--- src/rtl/fifo_pkg.sv ---
// Shared defaults for the single-clock FIFO: word width, depth and derived widths.
package fifo_pkg;
    localparam int DATA_WIDTH_DEF = 8;
    localparam int DEPTH_DEF      = 16;
    localparam int ADDR_WIDTH_DEF = $clog2(DEPTH_DEF);
    // One extra wrap bit distinguishes full from empty when the index bits match.
    localparam int PTR_WIDTH_DEF  = ADDR_WIDTH_DEF + 1;
endpackage

--- src/rtl/fifo_mem.sv ---
// Simple dual-port register array: synchronous write, registered read with enable.
module fifo_mem
    import fifo_pkg::*;
#(
    parameter int DATA_WIDTH = DATA_WIDTH_DEF,
    parameter int ADDR_WIDTH = ADDR_WIDTH_DEF
) (
    input  logic                  clk_i,
    input  logic                  rst_ni,
    input  logic                  we_i,
    input  logic [ADDR_WIDTH-1:0] waddr_i,
    input  logic [DATA_WIDTH-1:0] wdata_i,
    input  logic                  re_i,
    input  logic [ADDR_WIDTH-1:0] raddr_i,
    output logic [DATA_WIDTH-1:0] rdata_o
);

    logic [DATA_WIDTH-1:0] mem_q [2**ADDR_WIDTH];
    logic [DATA_WIDTH-1:0] rdata_q;

    always_ff @(posedge clk_i) begin
        if (we_i) begin
            mem_q[waddr_i] <= wdata_i;
        end
    end

    // Only the output register is reset; the array contents are left as-is.
    always_ff @(posedge clk_i or negedge rst_ni) begin
        if (!rst_ni) begin
            rdata_q <= '0;
        end else if (re_i) begin
            rdata_q <= mem_q[raddr_i];
        end
    end

    assign rdata_o = rdata_q;

endmodule

--- src/rtl/sync_fifo.sv ---
// Single-clock FIFO: wrap-bit pointers, register-derived full/empty, one-cycle
// overflow/underflow pulses on rejected requests.
module sync_fifo
    import fifo_pkg::*;
#(
    parameter int DATA_WIDTH = DATA_WIDTH_DEF,
    parameter int DEPTH      = DEPTH_DEF,
    parameter int ADDR_WIDTH = $clog2(DEPTH)
) (
    input  logic                  clk,
    input  logic                  rst,
    input  logic                  wen,
    input  logic                  ren,
    input  logic [DATA_WIDTH-1:0] wr_data,
    output logic [DATA_WIDTH-1:0] rd_data,
    output logic                  full,
    output logic                  empty,
    output logic                  overflow,
    output logic                  underflow
);

    localparam int PTR_W = ADDR_WIDTH + 1;

    logic [PTR_W-1:0] wptr_q, wptr_d;
    logic [PTR_W-1:0] rptr_q, rptr_d;
    logic             overflow_q, overflow_d;
    logic             underflow_q, underflow_d;
    logic             wr_ok;
    logic             rd_ok;

    assign empty = (wptr_q == rptr_q);
    assign full  = (wptr_q[ADDR_WIDTH-1:0] == rptr_q[ADDR_WIDTH-1:0]) &&
                   (wptr_q[ADDR_WIDTH] != rptr_q[ADDR_WIDTH]);

    // Both decisions use the pre-edge flags, so a same-edge read never makes
    // room for a write when full, and a write never feeds a read when empty.
    assign wr_ok = wen && !full;
    assign rd_ok = ren && !empty;

    always_comb begin
        wptr_d      = wptr_q;
        rptr_d      = rptr_q;
        overflow_d  = wen && full;
        underflow_d = ren && empty;
        if (wr_ok) begin
            wptr_d = wptr_q + PTR_W'(1);
        end
        if (rd_ok) begin
            rptr_d = rptr_q + PTR_W'(1);
        end
    end

    always_ff @(posedge clk or negedge rst) begin
        if (!rst) begin
            wptr_q      <= '0;
            rptr_q      <= '0;
            overflow_q  <= 1'b0;
            underflow_q <= 1'b0;
        end else begin
            wptr_q      <= wptr_d;
            rptr_q      <= rptr_d;
            overflow_q  <= overflow_d;
            underflow_q <= underflow_d;
        end
    end

    assign overflow  = overflow_q;
    assign underflow = underflow_q;

    fifo_mem #(
        .DATA_WIDTH(DATA_WIDTH),
        .ADDR_WIDTH(ADDR_WIDTH)
    ) u_mem (
        .clk_i   (clk),
        .rst_ni  (rst),
        .we_i    (wr_ok),
        .waddr_i (wptr_q[ADDR_WIDTH-1:0]),
        .wdata_i (wr_data),
        .re_i    (rd_ok),
        .raddr_i (rptr_q[ADDR_WIDTH-1:0]),
        .rdata_o (rd_data)
    );

endmodule

--- config.mk ---
export PLATFORM = sky130hd
export DESIGN_NAME = sync_fifo
export DESIGN_NICKNAME = d
export VERILOG_FILES = /design/src/rtl/fifo_pkg.sv /design/src/rtl/fifo_mem.sv /design/src/rtl/sync_fifo.sv
export SDC_FILE = /design/constraint.sdc
export NUM_CORES = 1
export LEC_CHECK = 0
export ABC_AREA = 1
export CORE_ASPECT_RATIO = 2
export CORE_MARGIN = 4
export CORE_UTILIZATION = 41
export CTS_BUF_LIST = sky130_fd_sc_hd__clkbuf_8 sky130_fd_sc_hd__clkbuf_16
export DETAILED_ROUTE_END_ITERATION = 10
export GPL_TIMING_DRIVEN = 0
export PLACE_DENSITY = 0.67
export RECOVER_POWER = 25
export SYNTH_ARGS = -nofsm -noshare
export SYNTH_HDL_FRONTEND = slang
export SYNTH_HIERARCHICAL = 1
export SYNTH_SLANG_ARGS = --single-unit
--- constraint.sdc ---
create_clock -name clk -period 5.8 [get_ports clk]
set_clock_uncertainty 0.15 [all_clocks]
set_input_delay 0.58 -clock clk [delete_from_list [all_inputs] [get_ports clk]]
set_output_delay 0.58 -clock clk [all_outputs]
set_load 0.03 [all_outputs]
==> qor.json <==
{
  "run_status": "completed",
  "post_synthesis_sequential_area_ratio_pct": 68.4,
  "grt_setup_unrepaired": "false",
  "floorplan.core_area_um2": 15300,
  "yosys_register_bits": 148,
  "port-buffer-count": 23,
  "number_of_max_cap_violations": 0,
  "vias": 4323,
  "power.share.switching_pct": 38.1,
  "yosys_warnings": 6,
  "holdBufCountCts": 0,
  "cts.clk_slew.worst_paths_ns": 0.06,
  "synth_cell_types": 19,
  "intPower_w": 0.00244,
  "clockRootBuffer": "sky130_fd_sc_hd__clkbuf_16",
  "finalWirelength_mm": 16.0,
  "post-synth-top-area-fraction_pct": 60.5,
  "worstHoldPathType": "register to register",
  "power_switching_w": 0.00151,
  "most-common-layout-cells": "sky130_fd_sc_hd__nand2_1, sky130_fd_sc_hd__edfxtp_1, sky130_fd_sc_hd__nand3_1",
  "synth_area_leader_cell": "sky130_fd_sc_hd__edfxtp_1",
  "track_usage_pct": 19.5,
  "start_util_pct": 41.5,
  "syn_inst": 573,
  "final_nets": 629,
  "finalSetupViolCount": 0,
  "worst_pin_slew_ns": 0.912,
  "yosys-top-cells-area": "sky130_fd_sc_hd__edfxtp_1, sky130_fd_sc_hd__nand2_1, sky130_fd_sc_hd__nand3_1, sky130_fd_sc_hd__dfrtp_1, sky130_fd_sc_hd__buf_6",
  "drive_above_1_share_pct": 10.2,
  "chip_height_um": 184,
  "clk_lat_worst_skew_ns": 0.42,
  "gpl.final_weighted_congestion": 0.895,
  "criticalPathCategory": "register to primary output",
  "cts_tree": "yes",
  "grt_first_pass_wirelength_mm": 24.2,
  "htree_num_levels": 4,
  "synth_adder_area_share_pct": 0.394,
  "numClockSinks": 148,
  "worstPathCellList": "inv_1 > nand2_1 > nand2_1 > nor2_2 > nand3_4 > inv_1 > clkdlybuf4s50_1",
  "synth.avg_cell_area_um2": 11.1,
  "number_of_flops_mapped_to_enable_cells_by_yosys": 128,
  "dp_hpwl_mm": 11.8,
  "crit_path_max_incr_delay_ns": 0.66,
  "power.ir.vdd_worst_v": 0.000338,
  "critPathSlowestCell": "sky130_fd_sc_hd__clkdlybuf4s50_1",
  "compound_cell_area_share_of_the_yosys_netlist_pct": 0,
  "synth.mux.area_fraction_pct": 0,
  "cts_max_path_buffers": 2,
  "slew_headroom_pct": 39.0,
  "drtIter0Drc": 395,
  "combinational_family_with_the_most_area_after_synthesis": "simple AND/OR/NAND/NOR gates",
  "period_needed_ns": 3.02,
  "post-cts-setup-buffers": 0,
  "antenna_cells_inserted": 0,
  "drt-vias-per-instance": 5.23,
  "site_row_count": 64,
  "period_share_pct": 52.0,
  "critical_path.endpoint_type": "primary output",
  "ys_dominant_reg_cell": "sky130_fd_sc_hd__edfxtp_1",
  "wl_per_cell_um": 19.4,
  "post-route-drc-count": 0,
  "worst_ep_arrival_time_ns": 2.29,
  "worstSetupStartpointType": "register",
  "cp.required_ns": 5.07,
  "yosys.area_share.xor_xnor_pct": 0.965,
  "dieArea_um2": 17700,
  "detail_route.first_pass.iterations": 5,
  "power.share.clock_pct": 26.1,
  "number_of_antenna_violations_at_the_first_check_in_global_routing": 0,
  "layout.cells.most_common": "sky130_fd_sc_hd__nand2_1",
  "ys_async_sr_fraction_pct": 13.5,
  "comb_power_share_pct": 38.4,
  "hold-worst-slack_ns": 0.343,
  "via_count_of_the_first_global_routing_pass": 4393,
  "max_clock_freq_mhz": 331,
  "hold_viol": 0,
  "total_leakage_power_nw": 2.95,
  "setup_total_negative_slack_ns": 0,
  "synthesized_net_count": 587,
  "cts_resized": 0,
  "die_w_um": 96.0,
  "timing.final.max_slew_violations": 0,
  "route.antenna.remaining_nets": 0,
  "maximum_number_of_pins_on_one_net_before_global_route_repair": 21,
  "post_synth_simple_gate_area_pct": 24.8,
  "syn_to_final_growth_pct": 16.4,
  "ios": 24,
  "syn_area_um2": 6350,
  "power.share.sequential_pct": 35.6,
  "cts-buffers-inserted": 17,
  "grt-ovfl-total": 0,
  "critical_path.max_fanout": 8,
  "power.density_nw_per_um2": 534
}
-- state kept, by name, indices dropped and copies added, names as in the netlist --
register	cells
underflow	1
rptr_q	5
u_mem/rdata_o	8
u_mem/mem_q	128
overflow	1
wptr_q	5
-- routing by layer --
metal	wire [µm]	global-route usage (%)	up-vias
li1	-	-	2018
met1	5030	17.9	2070
met3	657	4.38	52
met5	0	0	-
met4	1420	15.8	0
met2	8880	34.9	183
-- critical path, delay by kind of cell, from the launching register on --
kind / cells / cell delay (ns)
flip-flops: 1 / 0.52
buffers and inverters: 3 / 0.85
AND/OR/NAND/NOR: 4 / 0.50
-- cell families after synthesis --
kind of cell	after synthesis
buffers and inverters	48
XOR/XNOR	7
adder cells (fa/ha/maj)	2
AND/OR/NAND/NOR	368
flip-flops	148
-- cells in the mapped netlist (2+ instances only) --
master	count
sky130_fd_sc_hd__nand2_1	229
sky130_fd_sc_hd__edfxtp_1	128
sky130_fd_sc_hd__nand3_1	112
sky130_fd_sc_hd__dfrtp_1	20
sky130_fd_sc_hd__nor2_1	20
sky130_fd_sc_hd__inv_1	18
sky130_fd_sc_hd__buf_6	9
sky130_fd_sc_hd__buf_4	7
sky130_fd_sc_hd__clkbuf_8	7
sky130_fd_sc_hd__inv_2	5
sky130_fd_sc_hd__xor2_1	4
sky130_fd_sc_hd__xnor2_1	3
sky130_fd_sc_hd__buf_2	2
sky130_fd_sc_hd__ha_1	2
sky130_fd_sc_hd__nand2_4	2
sky130_fd_sc_hd__nand3_4	2
-- path summary, 6_finish.rpt --
path                                   from                  to  slack [ns]  cells past startpoint
max                               rptr_q[0]               empty        2.78                      7
min                        u_mem/rdata_o[0]    u_mem/rdata_o[0]        0.34                      2
max reg2reg                       rptr_q[4]  u_mem/mem_q[11][3]        3.20                      7
min reg2reg                u_mem/rdata_o[0]    u_mem/rdata_o[0]        0.34                      2
max in group asynchronous               rst           wptr_q[2]        4.35                      1
min in group asynchronous               rst           rptr_q[1]        0.59                      1
-- power groups by stage --
stage          Combinational [W]  Clock, W  Sequential [W]
6_report                 0.00152   0.00103         0.00140
5_1_grt                  0.00165   0.00109         0.00142
4_1_cts                  0.00151   0.00104         0.00140
3_5_place_dp             0.00151         0         0.00143
3_3_place_gp             0.00147         0         0.00142
2_1_floorplan           0.000949         0         0.00146
-- cell type report --
| class | instances | area, µm² |
|---|---|---|
| Inverter | 23 | 86.3 |
| Timing Repair Buffer | 23 | 230 |
| Sequential cell | 148 | 4340 |
| Multi-Input combinational cell | 377 | 1660 |
| Tap cell | 198 | 248 |
| Buffer | 25 | 260 |
| Clock inverter | 14 | 124 |
| Clock buffer | 18 | 439 |
| Fill cell | 1319 | 7900 |
-- per-stage QoR --
step                      utilization (%)  area [µm²]  std cells  total power (W)  worst slack (ns)
after global placement               44.7        6830        794          0.00289              3.03
after CTS                            48.3        7390        826          0.00396              2.76
after floorplan                         -        6350        573          0.00240              3.68
after detailed placement             44.7        6830        794          0.00293              2.96
final                                48.3        7390        826          0.00395              2.78
after global routing                 48.3        7390        826          0.00416              2.60
Note: power is estimated with default switching activity, not from simulation.
